===== config.mk =====
export PLATFORM = sky130hd
export DESIGN_NAME = hazard_ctrl_flat
export DESIGN_NICKNAME = d
export VERILOG_FILES = /design/src/rtl/hazard_pkg.sv /design/src/rtl/hazard_ctrl_if.sv /design/src/rtl/hazard_perf_cnt.sv /design/src/rtl/hazard_ctrl.sv /design/src/flat_wrapper.sv
export SDC_FILE = /design/constraint.sdc
export NUM_CORES = 1
export LEC_CHECK = 0
export ABC_AREA = 1
export BUFFER_PORTS_ARGS = -buffer_cell sky130_fd_sc_hd__buf_2
export CAP_MARGIN = 25
export CORE_ASPECT_RATIO = 0.75
export CORE_UTILIZATION = 35
export CTS_CLUSTER_DIAMETER = 200
export DETAILED_ROUTE_END_ITERATION = 12
export GPL_TIMING_DRIVEN = 0
export PLACE_DENSITY = 0.57
export SETUP_SLACK_MARGIN = 0.05
export SLEW_MARGIN = 5
export SYNTH_ARGS = -nofsm -noshare
export SYNTH_HDL_FRONTEND = slang
export SYNTH_SLANG_ARGS = --single-unit

===== constraint.sdc =====
create_clock -name clk_i -period 2.4 [get_ports clk_i]
set_clock_uncertainty 0.15 [all_clocks]
set_input_delay 0.72 -clock clk_i [delete_from_list [all_inputs] [get_ports clk_i]]
set_output_delay 0.72 -clock clk_i [all_outputs]
set_load 0.005 [all_outputs]

===== src/rtl/hazard_pkg.sv =====
// Shared types and constants for the pipeline hazard controller.
package hazard_pkg;

   typedef enum logic [1:0] {
      RUN       = 2'd0,
      MDU_START = 2'd1,
      MDU_WAIT  = 2'd2
   } hz_state_e;

   // addi x0, x0, 0 -- what a bubbled or flushed pipeline register holds
   localparam logic [31:0] NOP_INSN = 32'h0000_0013;

   localparam int MDU_TIMEOUT_DEF = 64;
   localparam int CNT_W_DEF       = 32;

   function automatic logic load_use(
      input logic       memread,
      input logic [4:0] rd,
      input logic [4:0] rs1,
      input logic [4:0] rs2,
      input logic       use_rs2
   );
      logic hit;
      hit = 1'b0;
      if (memread && (rd != 5'd0)) begin
         hit = (rd == rs1) || (use_rs2 && (rd == rs2));
      end else begin
         hit = 1'b0;
      end
      return hit;
   endfunction

endpackage


===== src/rtl/hazard_ctrl_if.sv =====
// Pipeline-side signal bundle of the hazard controller; slave is the controller view.
interface hazard_ctrl_if;

   logic [4:0] id_rs1_i;
   logic [4:0] id_rs2_i;
   logic       id_use_rs2_i;
   logic [4:0] ex_rd_i;
   logic       ex_memread_i;
   logic       ex_mdu_op_i;
   logic       ex_branch_taken_i;
   logic       mdu_done_i;

   logic       pc_write_o;
   logic       ifid_write_o;
   logic       ifid_flush_o;
   logic       idex_bubble_o;
   logic       exmem_bubble_o;
   logic       mdu_start_o;
   logic       mdu_err_o;

   modport slave (
      input  id_rs1_i, id_rs2_i, id_use_rs2_i, ex_rd_i, ex_memread_i,
      input  ex_mdu_op_i, ex_branch_taken_i, mdu_done_i,
      output pc_write_o, ifid_write_o, ifid_flush_o, idex_bubble_o,
      output exmem_bubble_o, mdu_start_o, mdu_err_o
   );

   modport master (
      output id_rs1_i, id_rs2_i, id_use_rs2_i, ex_rd_i, ex_memread_i,
      output ex_mdu_op_i, ex_branch_taken_i, mdu_done_i,
      input  pc_write_o, ifid_write_o, ifid_flush_o, idex_bubble_o,
      input  exmem_bubble_o, mdu_start_o, mdu_err_o
   );

endinterface


===== src/rtl/hazard_perf_cnt.sv =====
// Saturating event counter used for the optional hazard performance counters.
module hazard_perf_cnt #(
   parameter int CNT_W = 32
)(
   input  logic             clk_i,
   input  logic             rst_i,
   input  logic             en_i,
   output logic [CNT_W-1:0] cnt_o
);

   logic [CNT_W-1:0] cnt_q;
   logic [CNT_W-1:0] cnt_d;

   // Count enabled cycles, holding at all-ones
   always_comb begin
      cnt_d = cnt_q;
      if (en_i && (cnt_q != {CNT_W{1'b1}})) begin
         cnt_d = cnt_q + CNT_W'(1);
      end else begin
         cnt_d = cnt_q;
      end
   end

   // Counter register
   always_ff @(posedge clk_i or negedge rst_i) begin
      if (!rst_i) begin
         cnt_q <= {CNT_W{1'b0}};
      end else begin
         cnt_q <= cnt_d;
      end
   end

   assign cnt_o = cnt_q;

endmodule


===== src/rtl/hazard_ctrl.sv =====
// Hazard controller: load-use stall, taken-branch flush, MDU start/done sequencing
// with watchdog. Stall/flush performance counters exist only when HAZARD_PERF_EN is defined.
module hazard_ctrl
   import hazard_pkg::*;
#(
   parameter int MDU_TIMEOUT = MDU_TIMEOUT_DEF
`ifdef HAZARD_PERF_EN
   ,
   parameter int CNT_W = CNT_W_DEF
`endif
)(
   input logic          clk_i,
   input logic          rst_i,
   hazard_ctrl_if.slave hz
`ifdef HAZARD_PERF_EN
   ,
   output logic [CNT_W-1:0] stall_cnt_o,
   output logic [CNT_W-1:0] flush_cnt_o
`endif
);

   localparam int              WD_W    = $clog2(MDU_TIMEOUT) + 1;
   localparam logic [WD_W-1:0] WD_LAST = WD_W'(MDU_TIMEOUT - 1);

   hz_state_e       state_q, state_d;
   logic [WD_W-1:0] wd_q, wd_d;
   logic            err_q, err_d;

   logic pc_write_s;
   logic ifid_write_s;
   logic ifid_flush_s;
   logic idex_bubble_s;
   logic exmem_bubble_s;
   logic mdu_start_s;
   logic lu_hit_s;

   assign lu_hit_s = load_use(hz.ex_memread_i, hz.ex_rd_i, hz.id_rs1_i,
                              hz.id_rs2_i, hz.id_use_rs2_i);

   // Next-state and Mealy output decode
   always_comb begin
      state_d        = state_q;
      wd_d           = wd_q;
      err_d          = err_q;
      pc_write_s     = 1'b1;
      ifid_write_s   = 1'b1;
      ifid_flush_s   = 1'b0;
      idex_bubble_s  = 1'b0;
      exmem_bubble_s = 1'b0;
      mdu_start_s    = 1'b0;

      case (state_q)
         RUN: begin
            wd_d = {WD_W{1'b0}};
            if (hz.ex_mdu_op_i) begin
               pc_write_s     = 1'b0;
               ifid_write_s   = 1'b0;
               exmem_bubble_s = 1'b1;
               state_d        = MDU_START;
            end else if (hz.ex_branch_taken_i) begin
               ifid_flush_s  = 1'b1;
               idex_bubble_s = 1'b1;
            end else if (lu_hit_s) begin
               pc_write_s    = 1'b0;
               ifid_write_s  = 1'b0;
               idex_bubble_s = 1'b1;
            end else begin
               pc_write_s   = 1'b1;
               ifid_write_s = 1'b1;
            end
         end

         MDU_START: begin
            pc_write_s     = 1'b0;
            ifid_write_s   = 1'b0;
            exmem_bubble_s = 1'b1;
            mdu_start_s    = 1'b1;
            wd_d           = {WD_W{1'b0}};
            state_d        = MDU_WAIT;
         end

         MDU_WAIT: begin
            wd_d = wd_q + WD_W'(1);
            // The MDU instruction sits in EX until released; EX/MEM only captures on done
            if (hz.mdu_done_i) begin
               pc_write_s     = 1'b1;
               ifid_write_s   = 1'b1;
               exmem_bubble_s = 1'b0;
               state_d        = RUN;
            end else if (wd_q == WD_LAST) begin
               pc_write_s     = 1'b1;
               ifid_write_s   = 1'b1;
               exmem_bubble_s = 1'b1;
               err_d          = 1'b1;
               state_d        = RUN;
            end else begin
               pc_write_s     = 1'b0;
               ifid_write_s   = 1'b0;
               exmem_bubble_s = 1'b1;
            end
         end

         default: begin
            state_d = RUN;
            wd_d    = {WD_W{1'b0}};
         end
      endcase
   end

   // State, watchdog and sticky error registers
   always_ff @(posedge clk_i or negedge rst_i) begin
      if (!rst_i) begin
         state_q <= RUN;
         wd_q    <= {WD_W{1'b0}};
         err_q   <= 1'b0;
      end else begin
         state_q <= state_d;
         wd_q    <= wd_d;
         err_q   <= err_d;
      end
   end

   assign hz.pc_write_o     = pc_write_s;
   assign hz.ifid_write_o   = ifid_write_s;
   assign hz.ifid_flush_o   = ifid_flush_s;
   assign hz.idex_bubble_o  = idex_bubble_s;
   assign hz.exmem_bubble_o = exmem_bubble_s;
   assign hz.mdu_start_o    = mdu_start_s;
   assign hz.mdu_err_o      = err_q;

`ifdef HAZARD_PERF_EN
   hazard_perf_cnt #(.CNT_W(CNT_W)) u_stall_cnt (
      .clk_i (clk_i),
      .rst_i (rst_i),
      .en_i  (!pc_write_s),
      .cnt_o (stall_cnt_o)
   );

   hazard_perf_cnt #(.CNT_W(CNT_W)) u_flush_cnt (
      .clk_i (clk_i),
      .rst_i (rst_i),
      .en_i  (ifid_flush_s),
      .cnt_o (flush_cnt_o)
   );
`endif

endmodule


===== src/flat_wrapper.sv =====
// flat-port wrapper written by rule: the top's interface ports become plain ports
module hazard_ctrl_flat import hazard_pkg::*;
#(
   parameter int MDU_TIMEOUT = MDU_TIMEOUT_DEF

)
  (clk_i, rst_i, hz_id_rs1_i, hz_id_rs2_i, hz_id_use_rs2_i, hz_ex_rd_i, hz_ex_memread_i, hz_ex_mdu_op_i, hz_ex_branch_taken_i, hz_mdu_done_i, hz_pc_write_o, hz_ifid_write_o, hz_ifid_flush_o, hz_idex_bubble_o, hz_exmem_bubble_o, hz_mdu_start_o, hz_mdu_err_o);
  hazard_ctrl_if hz_i ();
  input logic clk_i;
  input logic rst_i;
  input wire logic [$bits(hz_i.id_rs1_i)-1:0] hz_id_rs1_i;
  input wire logic [$bits(hz_i.id_rs2_i)-1:0] hz_id_rs2_i;
  input wire logic [$bits(hz_i.id_use_rs2_i)-1:0] hz_id_use_rs2_i;
  input wire logic [$bits(hz_i.ex_rd_i)-1:0] hz_ex_rd_i;
  input wire logic [$bits(hz_i.ex_memread_i)-1:0] hz_ex_memread_i;
  input wire logic [$bits(hz_i.ex_mdu_op_i)-1:0] hz_ex_mdu_op_i;
  input wire logic [$bits(hz_i.ex_branch_taken_i)-1:0] hz_ex_branch_taken_i;
  input wire logic [$bits(hz_i.mdu_done_i)-1:0] hz_mdu_done_i;
  output wire logic [$bits(hz_i.pc_write_o)-1:0] hz_pc_write_o;
  output wire logic [$bits(hz_i.ifid_write_o)-1:0] hz_ifid_write_o;
  output wire logic [$bits(hz_i.ifid_flush_o)-1:0] hz_ifid_flush_o;
  output wire logic [$bits(hz_i.idex_bubble_o)-1:0] hz_idex_bubble_o;
  output wire logic [$bits(hz_i.exmem_bubble_o)-1:0] hz_exmem_bubble_o;
  output wire logic [$bits(hz_i.mdu_start_o)-1:0] hz_mdu_start_o;
  output wire logic [$bits(hz_i.mdu_err_o)-1:0] hz_mdu_err_o;
  assign hz_i.id_rs1_i = hz_id_rs1_i;
  assign hz_i.id_rs2_i = hz_id_rs2_i;
  assign hz_i.id_use_rs2_i = hz_id_use_rs2_i;
  assign hz_i.ex_rd_i = hz_ex_rd_i;
  assign hz_i.ex_memread_i = hz_ex_memread_i;
  assign hz_i.ex_mdu_op_i = hz_ex_mdu_op_i;
  assign hz_i.ex_branch_taken_i = hz_ex_branch_taken_i;
  assign hz_i.mdu_done_i = hz_mdu_done_i;
  assign hz_pc_write_o = hz_i.pc_write_o;
  assign hz_ifid_write_o = hz_i.ifid_write_o;
  assign hz_ifid_flush_o = hz_i.ifid_flush_o;
  assign hz_idex_bubble_o = hz_i.idex_bubble_o;
  assign hz_exmem_bubble_o = hz_i.exmem_bubble_o;
  assign hz_mdu_start_o = hz_i.mdu_start_o;
  assign hz_mdu_err_o = hz_i.mdu_err_o;
  hazard_ctrl #(.MDU_TIMEOUT(MDU_TIMEOUT)) u_core (.clk_i(clk_i), .rst_i(rst_i), .hz(hz_i));
endmodule

* Yosys cells after proc, flatten, opt, wreduce, memory -nomap -nowiden *
Cells that the tools add are included.

word-level totals
  flip-flop bits (word level) = 10
  logic and storage cells = 42

operators by class
  add/subtract/negate cells = 1
  eq/ne operators = 7
  mux-type cells = 23
  bitwise operators = 1
  reductions and logical operators = 7

operators with widths
  cell                                                                      count
  1-bit two-way mux                                                         16
  5-bit == test                                                             2
  7-bit by 1-bit adder with 7-bit output (second input constant)            1
  7-bit by 6-bit == test with 1-bit output (second input constant)          1
  7-bit two-way mux                                                         1
  2-bit two-way mux                                                         3
  1-bit case mux with 3 select lines                                        2
  2-bit case mux with 3 select lines                                        1
  5-bit nonzero test                                                        1
  3-bit by 2-bit inequality test with 1-bit output (second input constant)  1
  3-bit AND reduction                                                       1
  2-bit by 1-bit == test with 1-bit output (second input constant)          1
  2-bit == test (second input constant)                                     1
  1-bit logical AND                                                         2
  2-bit logical NOT                                                         1
  2-bit inequality test (second input constant)                             1
  2-bit AND reduction                                                       1
  1-bit logical OR                                                          1
  1-bit NOT                                                                 1

* Longest topological paths before layout *
Gate-level depths: netlist of the first run.

  depth in word-level cells = 8
  mapped depth = 10
  gate-level depth less buffers = 9

* Least setup slack after synthesis of the first run *
Ideal clock, no wire load.

  path type = input to output
  start = input port hz_ex_rd_i[3]
  end = output port hz_pc_write_o
  arrival = 1.364 ns
  required time = 1.530 ns
  slack = 0.166 ns
  stages = 10
  path buffers = 1
  cell sequence = inv_1 -> nand2_1 -> nand2_1 -> nor2_1 -> nand3_1 -> nand2_1 -> nand2_1 -> nand2_1 -> nand2_1 -> buf_4

between the ends
  cells in the longest elaborated chain, start to end = 8

ends and longest elaborated chain
  what                                    RTL line            source
  start, declared                         flat_wrapper.sv:14  input wire logic [$bits(hz_i.ex_rd_i)-1:0] hz_ex_rd_i;
  5-bit == test                           hazard_pkg.sv:26    hit = (rd == rs1) || (use_rs2 && (rd == rs2));
  1-bit logical AND                       hazard_pkg.sv:26
  1-bit logical OR                        hazard_pkg.sv:26
  1-bit two-way mux (*)                   hazard_pkg.sv:25    if (memread && (rd != 5'd0)) begin
  1-bit two-way mux (*) (3 in a row)      --
  1-bit case mux with 3 select lines (*)  --
  end, declared                           flat_wrapper.sv:19  output wire logic [$bits(hz_i.pc_write_o)-1:0] hz_pc_write_o;

Mark *: on every way between the ends. The rest lies on a longest branch, timed or not.

* Worst setup path after layout of the first run *
  start = input port hz_ex_rd_i[4]
  end = output port hz_pc_write_o

between the ends
  cells in the longest elaborated chain, start to end = 8

ends and longest elaborated chain
  what                                    RTL line           source
  5-bit == test                           hazard_pkg.sv:26
  1-bit logical AND                       hazard_pkg.sv:26
  1-bit logical OR                        hazard_pkg.sv:26
  1-bit two-way mux (*)                   hazard_pkg.sv:25
  1-bit two-way mux (*)                   hazard_ctrl.sv:63  end else if (lu_hit_s) begin
  1-bit two-way mux (*)                   hazard_ctrl.sv:60  end else if (hz.ex_branch_taken_i) begin
  1-bit two-way mux (*)                   hazard_ctrl.sv:55  if (hz.ex_mdu_op_i) begin
  1-bit case mux with 3 select lines (*)  hazard_ctrl.sv:52  case (state_q)

Marks and branches as above.

==> reports/metrics.yaml, run 1 <==
path_class: "in2out"
synthMostInstantiatedCell: "nand2_1"
ys_top_cells_by_area: "dfrtp_1 (36%), nand2_1 (20%), inv_1 (12%)"
setup_viol: 2
synthCells: 111
required_ps: 1530
crit_path_end_kind: "output pin"
start_util: 0.387
syn_area_um2: 699
vias_per_cell: 4.43
pwr-share-comb: 0.442
cts_tree: "built"
intPower_w: 0.000434
cp_max_fo: 4
crit_arrival_ps: 1620
seq_area_frac_synth: 0.358
async_reset_ff_frac: 1.00
first_pass_iters: 5
cts_buffers: 3
ys_ff_latch: 10
leakagePower_nw: 0.626
io_buffers: 28
first_iter_violations: 13
fin_crit_sh: 1.04
vdd_drop_max_uv: 494
wl_per_cell_um: 9.54
finalHoldViolCount: 0
status: "complete, but fails checks"
wl_um: 1600
synth_common_cells: "nand2_1 (38), inv_1 (23), nor2_1 (15), dfrtp_1 (10), nand3_1 (4)"
netlist.area_leader.share: 0.358
route.vias.total: 745
drv_slew: 0
syn_nets: 134
maxCapViolCount: 0
synth_edf_count: 0
cts.sinks: 10
fmax_mhz: 402
finalCriticalPeriod_ps: 2490
area_delta_synth_final_pct: 47.4
switchingPower_w: 0.000225
grt_pass1_vias: 607
cts_root_buffer: "clkbuf_4"
row_count: 13
fin_util: 0.571
cts.path.max_buffers: 2
regToRegSetupSlack_ps: 870
violations: "setup timing"
fp.dieW_um: 53.6
synth_warnings: 0
antenna_found_initial: 0
clk_latency_ps: 270
pwr-share-seq: 0.330
worstMarginPinSlew_ps: 313
ant_nets: 0
startpoint_type: "input pin"
fp.dieArea_mm2: 0.00218
synth_cell_types: 20
globalplace.congestion: 0.775
multiInputGateArea_um2: 375
antenna_cells: 0
power.share.clock: 0.228
yosys.area.top_type: "dfrtp_1"
drc: 0
layout-drive-gt1-share: 0.377
n_fill_cell: 186
nNetsFinal: 170
syn_area_per_cell_um2: 6.30
grt_pass1_wl_um: 2400
switching_share: 0.342
register_area_um2: 250
grt_usage: 0.160
path_clk_slew_ps: 70
io_pins: 29
coreArea_mm2: 0.00181
grt_overflow: 0
synthFlopType: "dfrtp_1"
htree_levels: 1
slew_headroom: 0.791
die_height_um: 40.7
power_w: 0.000659
grt_start_max_net_pins: 11
power_per_cell_area_mw_per_mm2: 639
layout_setup_ws_ps: -87.6
dpl.hpwl_um: 1250
min_path_type: "in2async"
rsz0062_at_grt: "true"
[layout make-up]
class	count	share of cell area
buffer	1	0.0109
clock buffer	4	0.0352
inverter	23	0.0910
multi-input combinational	77	0.364
sequential	10	0.243
tap	22	0.0267
timing repair buffer	31	0.229
[power groups by stage]
stage / sequential [W] / combinational [W] / clock, W
finish: 0.000218 / 0.000291 / 0.000151
global route: 0.000221 / 0.000325 / 0.000164
CTS: 0.000218 / 0.000272 / 0.000156
detailed placement: 0.000223 / 0.000235 / 0
global placement: 0.000222 / 0.000229 / 0
floorplan: 0.000216 / 0.000148 / 0
[path summary, 6_finish.rpt]
kind / start / to / cells past startpoint
min: rst_i / u_core.wd_q[2] / 1
max reg2reg: u_core.wd_q[0] / u_core.hz.mdu_err_o / 8
max in group asynchronous: rst_i / u_core.state_q[1] / 1
min reg2reg: u_core.hz.mdu_err_o / u_core.hz.mdu_err_o / 1
max: hz_ex_rd_i[4] / hz_pc_write_o / 12
min in group clk_i: u_core.hz.mdu_err_o / u_core.hz.mdu_err_o / 1
[per-stage QoR]
stage               setup TNS, ps  hold slack (ps)  std cells  area [um2]  setup slack [ps]
finish                      -88.8              145        168        1030             -87.6
detailed placement           -233              292        161         867              -171
CTS                         -90.4              151        166         961             -90.4
global route                 -310              151        168        1030              -187
global placement             -220              292        161         867              -166
floorplan                       0              274        111         699               166
[state kept, by name (all words and copies together) (netlist names)]
signal and flops:
u_core.wd_q 7, u_core.state_q 2, u_core.hz.mdu_err_o 1
[critical path, cell delays in order]
cell and delay [ps]:
buf_8 90, inv_4 30, nand2_2 50, nand2_2 50, nor2_2 110, nand3_1 90, nand2_1 90, nand2_1 50
nand2_1 60, nand2_2 60, buf_6 110, buf_6 100
[repair_timing]
action                                  CTS  global route
gates cloned                              0             0
endpoints found under the setup margin    3             3
setup buffers                             1             2
endpoints found under the hold margin     0             0
pin swaps                                12            17
hold buffers                              0             0
resized for setup                        15            19
[metal layers]
layer	vias to the layer above	part of all wire	GRT usage	routed length (um)
met5	-	0	0	0
met4	0	0	0.0197	0
met3	0	0.065	0.0667	104
met2	21	0.49	0.275	792
met1	326	0.44	0.195	706
li1	398	-	-	-
[cell families (layout without fill, tap and decap cells)]
| group | after synthesis | in the layout | synth area share |
|---|---|---|---|
| AND/OR/NAND/NOR | 67 | 67 | 0.411 |
| buffers and inverters | 24 | 59 | 0.134 |
| flip-flops | 10 | 10 | 0.358 |
| AO/OA/AOI/OAI | 7 | 7 | 0.0537 |
| XOR/XNOR | 2 | 2 | 0.0250 |
| adder cells (fa/ha/maj) | 1 | 1 | 0.0179 |
[placed cells by master, fill, tap and decap left out, drive strengths merged]
cell,count
nor2,17
and3,1
or2,1
inv,23
xnor2,1
a21oi,3
a21o,1
nand3,4
dfrtp,10
clkbuf,4
buf,32
ha,1
o21ai,3
xor2,1
nor3b,1
nand4,2
nor3,2
nand2,39
Note: power is estimated with default switching activity, not from simulation.
==> inputs of run 2 (changes only) <==
--- a/config.mk
+++ b/config.mk
@@ -15,7 +15,7 @@
 export GPL_TIMING_DRIVEN = 0
 export PLACE_DENSITY = 0.57
 export SETUP_SLACK_MARGIN = 0.05
-export SLEW_MARGIN = 5
+export SLEW_MARGIN = 20
 export SYNTH_ARGS = -nofsm -noshare
 export SYNTH_HDL_FRONTEND = slang
 export SYNTH_SLANG_ARGS = --single-unit
==> constraint.sdc (replaced) <==
create_clock -name clk_i -period 2.8 [get_ports clk_i]
set_clock_uncertainty 0.15 [all_clocks]
set_input_delay 0.84 -clock clk_i [delete_from_list [all_inputs] [get_ports clk_i]]
set_output_delay 0.84 -clock clk_i [all_outputs]
set_load 0.005 [all_outputs]
==> reports/metrics.yaml, run 2 (synthesis results as in run 1) <==
cp_max_fo: 4
pwr-share-comb: 0.423
die_height_um: 40.7
htree_levels: 1
dpl.hpwl_um: 1250
ant_nets: 0
nNetsFinal: 167
status: "completed"
drv_slew: 0
rr_worst_depth: 8
fmax_mhz: 367
cts_root_buffer: "clkbuf_4"
cp_slowest_stage_delay_ps: 110
register_area_um2: 250
coreArea_mm2: 0.00181
setup_viol: 0
power_w: 0.000549
finalHoldViolCount: 0
switching_share: 0.345
grt_pass1_vias: 605
power_per_cell_area_mw_per_mm2: 567
placed_area_um2: 867
required_ps: 1810
fin_util: 0.536
n_fill_cell: 195
pre_cts_ws_ps: -10.6
hold_buffers: 0
crit_chain: "buf_8, inv_2, nand2_1, nand2_1, nor2_2, nand3_1, nand2_1, nand2_1, nand2_1, nand2_2, buf_6, buf_6"
path_clk_slew_ps: 70
io_pins: 29
wl_per_cell_um: 9.33
multiInputGateArea_um2: 370
pwr-share-seq: 0.344
globalplace.congestion: 0.775
dp_cells: 161
regToRegSetupSlack_ps: 1340
cts.sinks: 10
maxCapViolCount: 0
intPower_w: 0.000360
crit_path_end_kind: "output pin"
min_path_type: "in2async"
leakagePower_nw: 0.602
path_class: "in2out"
antenna_cells: 0
finalCriticalPeriod_ps: 2730
r2r_end: "u_core.state_q[1]"
cts.path.max_buffers: 2
rsz0062_at_grt: "true"
top_register: "u_core.wd_q"
crit_slowest_cell: "nor2_2"
layout_common_cells: "nand2_1 (34), buf_2 (21), inv_1 (17)"
cts_buffers: 3
layout-drive-gt1-share: 0.343
final_cell_count_no_fill: 165
startpoint_type: "input pin"
first_pass_iters: 4
vdd_drop_max_uv: 423
crit_arrival_ps: 1740
layout_commonest_cell: "nand2_1"
wl_um: 1540
clk_latency_ps: 260
worstMarginPinSlew_ps: 298
fp.dieW_um: 53.6
io_buffers: 28
route.vias.total: 730
start_util: 0.387
slew_headroom: 0.801
fp.dieArea_mm2: 0.00218
first_iter_violations: 17
vias_per_cell: 4.42
power.share.clock: 0.233
row_count: 13
layout_setup_ws_ps: 73.4
antenna_found_initial: 0
stdcell_area_um2: 968
switchingPower_w: 0.000189
drc: 0
fin_crit_sh: 0.974
cts_tree: "built"
area_delta_synth_final_pct: 38.5
largest_reg_flops: 7
grt_usage: 0.159
r2r_start: "u_core.wd_q[0]"
path_common_cell: "nand2_1"
grt_start_max_net_pins: 11
grt_overflow: 0
post_cts_buffers: 0
grt_pass1_wl_um: 2370
-- run 2: cell count changes in the layout (fill, tap and decap cells not counted) --
cell,previous run,this run
buf_2,18,21
buf_4,3,1
buf_6,8,6
buf_8,3,1
inv_4,3,1
nand2_1,32,34
nand2_2,7,5
inv_1,16,17
inv_2,4,5
o21ai_0,3,2
o21ai_1,0,1
-- run 2: timing repair --
action,4_1_cts,5_1_grt
gates resized for setup,7,17
endpoints found under the setup margin,1,2
pin swaps,4,14
-- run 2: worst max path at each step --
stage | start | end | slack, ps
2_1_floorplan | hz_ex_rd_i[3] | hz_pc_write_o | 330
6_report | hz_ex_rd_i[4] | hz_pc_write_o | 70
5_1_grt | hz_ex_rd_i[0] | hz_pc_write_o | -40
3_5_place_dp | hz_ex_rd_i[4] | hz_pc_write_o | -10
4_1_cts | hz_ex_rd_i[3] | hz_pc_write_o | 60
3_3_place_gp | hz_ex_rd_i[2] | hz_pc_write_o | -6
-- run 2: worst max-delay path, delay by kind of cell --
| family | cells | cell delay, ps |
|---|---|---|
| AND/OR/NAND/NOR | 8 | 570 |
| buffers and inverters | 4 | 330 |
-- run 2: final cells by class --
cell class	count	area share
timing repair buffer	28	0.190
sequential	10	0.258
buffer	1	0.0116
clock buffer	4	0.0375
tap	22	0.0284
multi-input combinational	77	0.382
inverter	23	0.0917
-- run 2: power by group through the flow --
| stage | combinational (W) | sequential [W] | clock (W) |
|---|---|---|---|
| final | 0.000232 | 0.000189 | 0.000128 |
| after floorplan | 0.000127 | 0.000185 | 0 |
| after global routing | 0.000260 | 0.000192 | 0.000141 |
| after CTS | 0.000207 | 0.000189 | 0.000134 |
| after detailed placement | 0.000202 | 0.000191 | 0 |
| after global placement | 0.000197 | 0.000191 | 0 |
-- run 2: per-layer routing --
layer  vias up  wire (um)  track usage
met5         -          0            0
met4         0          0       0.0197
met3         0        110       0.0667
met2        19        728        0.269
met1       314        701        0.195
li1        397          -            -
-- run 2: per-stage QoR --
stage / hold slack, ps / TNS, ps
5_1_grt: 271 / -41.2
3_5_place_dp: 292 / -10.6
2_1_floorplan: 283 / 0
6_report: 268 / 0
3_3_place_gp: 292 / -6.10
4_1_cts: 271 / 0
==> inputs of run 3 (changes only) <==
==> constraint.sdc (replaced) <==
create_clock -name clk_i -period 2.8 [get_ports clk_i]
set_clock_uncertainty 0.15 [all_clocks]
set_input_delay 0.14 -clock clk_i [delete_from_list [all_inputs] [get_ports clk_i]]
set_output_delay 0.14 -clock clk_i [all_outputs]
set_load 0.005 [all_outputs]
==> reports/metrics.yaml, run 3 (synthesis results as in run 1) <==
maxCapViolCount: 0
vias_per_cell: 4.31
grt_pass1_wl_um: 2330
vdd_drop_max_uv: 440
grt_usage: 0.155
power_per_cell_area_mw_per_mm2: 562
ant_nets: 0
crit_path_end_kind: "output pin"
cts_tree: "built"
leakagePower_nw: 0.599
htree_levels: 1
finalCriticalPeriod_ps: 1900
cp_max_fo: 3
required_ps: 2510
fp.dieW_um: 53.6
io_buffers: 28
path_class: "reg2out"
grt_start_max_net_pins: 11
area_delta_synth_final_pct: 32.0
fin_util: 0.511
cts_buffers: 3
fp.dieArea_mm2: 0.00218
globalplace.congestion: 0.775
n_fill_cell: 206
min_path_type: "in2reg"
largest_reg_flops: 7
first_iter_violations: 13
clk_latency_ps: 260
path_clk_slew_ps: 70
antenna_found_initial: 0
top_register: "u_core.wd_q"
fin_setup_tns_ps: 0
worstMarginPinSlew_ps: 300
layout-drive-gt1-share: 0.255
first_pass_iters: 4
coreArea_mm2: 0.00181
startpoint_type: "flop"
slew_headroom: 0.800
nNetsFinal: 169
route.vias.total: 720
post_cts_buffers: 0
grt_pass1_vias: 592
wl_per_cell_um: 8.79
grt_overflow: 0
rsz0062_at_grt: "false"
layout_common_cells: "nand2_1 (38), buf_2 (28), inv_1 (23)"
finalHoldViolCount: 0
dpl.hpwl_um: 1250
drv_slew: 0
cts_root_buffer: "clkbuf_4"
drc: 0
io_pins: 29
status: "completed"
row_count: 13
antenna_cells: 0
crit_arrival_ps: 1610
die_height_um: 40.7
start_util: 0.387
wl_um: 1470
setup_viol: 0
cts.path.max_buffers: 2
layout_commonest_cell: "nand2_1"
fmax_mhz: 527
fin_crit_sh: 0.678
cts.sinks: 10
-- run 3: cell count changes in the layout (fill, tap and decap cells not counted), sizes merged --
cell,previous run,this run
dlygate4sd3,0,2
-- run 3: worst paths after layout --
| kind | start | end | slack, ps | cells past startpoint |
|---|---|---|---|---|
| setup / recovery | u_core.wd_q[0] | hz_pc_write_o | 900 | 9 |
| hold / removal | hz_mdu_done_i | u_core.state_q[1] | 40 | 4 |
| setup reg to reg | u_core.wd_q[0] | u_core.state_q[1] | 1340 | 8 |
| hold reg to reg | u_core.hz.mdu_err_o | u_core.hz.mdu_err_o | 310 | 1 |
| max in group asynchronous | rst_i | u_core.state_q[1] | 2190 | 2 |
| min in group asynchronous | rst_i | u_core.wd_q[3] | 110 | 2 |
-- run 3: worst max-delay path: stages (launching register included) --
cell and delay, ps:
dfrtp_1 400, ha_1 210, nand2_1 60, inv_1 50, nand4_1 100, nor2_2 70
a21oi_1 120, nand2_1 80, buf_4 130, buf_2 110
-- run 3: power breakdown --
part           internal [W]  switching (W)  leakage, nW
sequential         0.000167      0.0000223        0.137
clock             0.0000789      0.0000490       0.0210
combinational     0.0000927       0.000109        0.442
-- run 3: repair_timing --
action	in CTS	in global routing
gates resized for setup	0	0
hold buffers	2	0
endpoints found under the hold margin	11	0
-- run 3: final cells by class --
class                           count  area (um2)  share of cell area
Tap cell                           22        27.5              0.0298
Multi-Input combinational cell     77         355               0.385
Sequential cell                    10         250               0.271
Clock buffer                        4        36.3              0.0393
Timing Repair Buffer               30         160               0.173
Inverter                           23        86.3              0.0935
Buffer                              1        7.51             0.00813
-- run 3: through the flow --
stage	hold WS (ps)	std cells	setup slack, ps	cell area (um2)	total power, W
floorplan	-306	111	1360	699	0.000312
global placement	-137	161	1180	867	0.000387
detailed placement	-135	161	1180	867	0.000393
CTS	32.8	167	881	923	0.000527
global route	39.5	167	746	923	0.000563
finish	38.2	167	902	923	0.000519
-- run 3: routing by layer --
metal	global-route usage	wire length (um)
met5	0	0
met4	0.0197	0
met3	0.0667	80
met2	0.256	657
met1	0.195	729
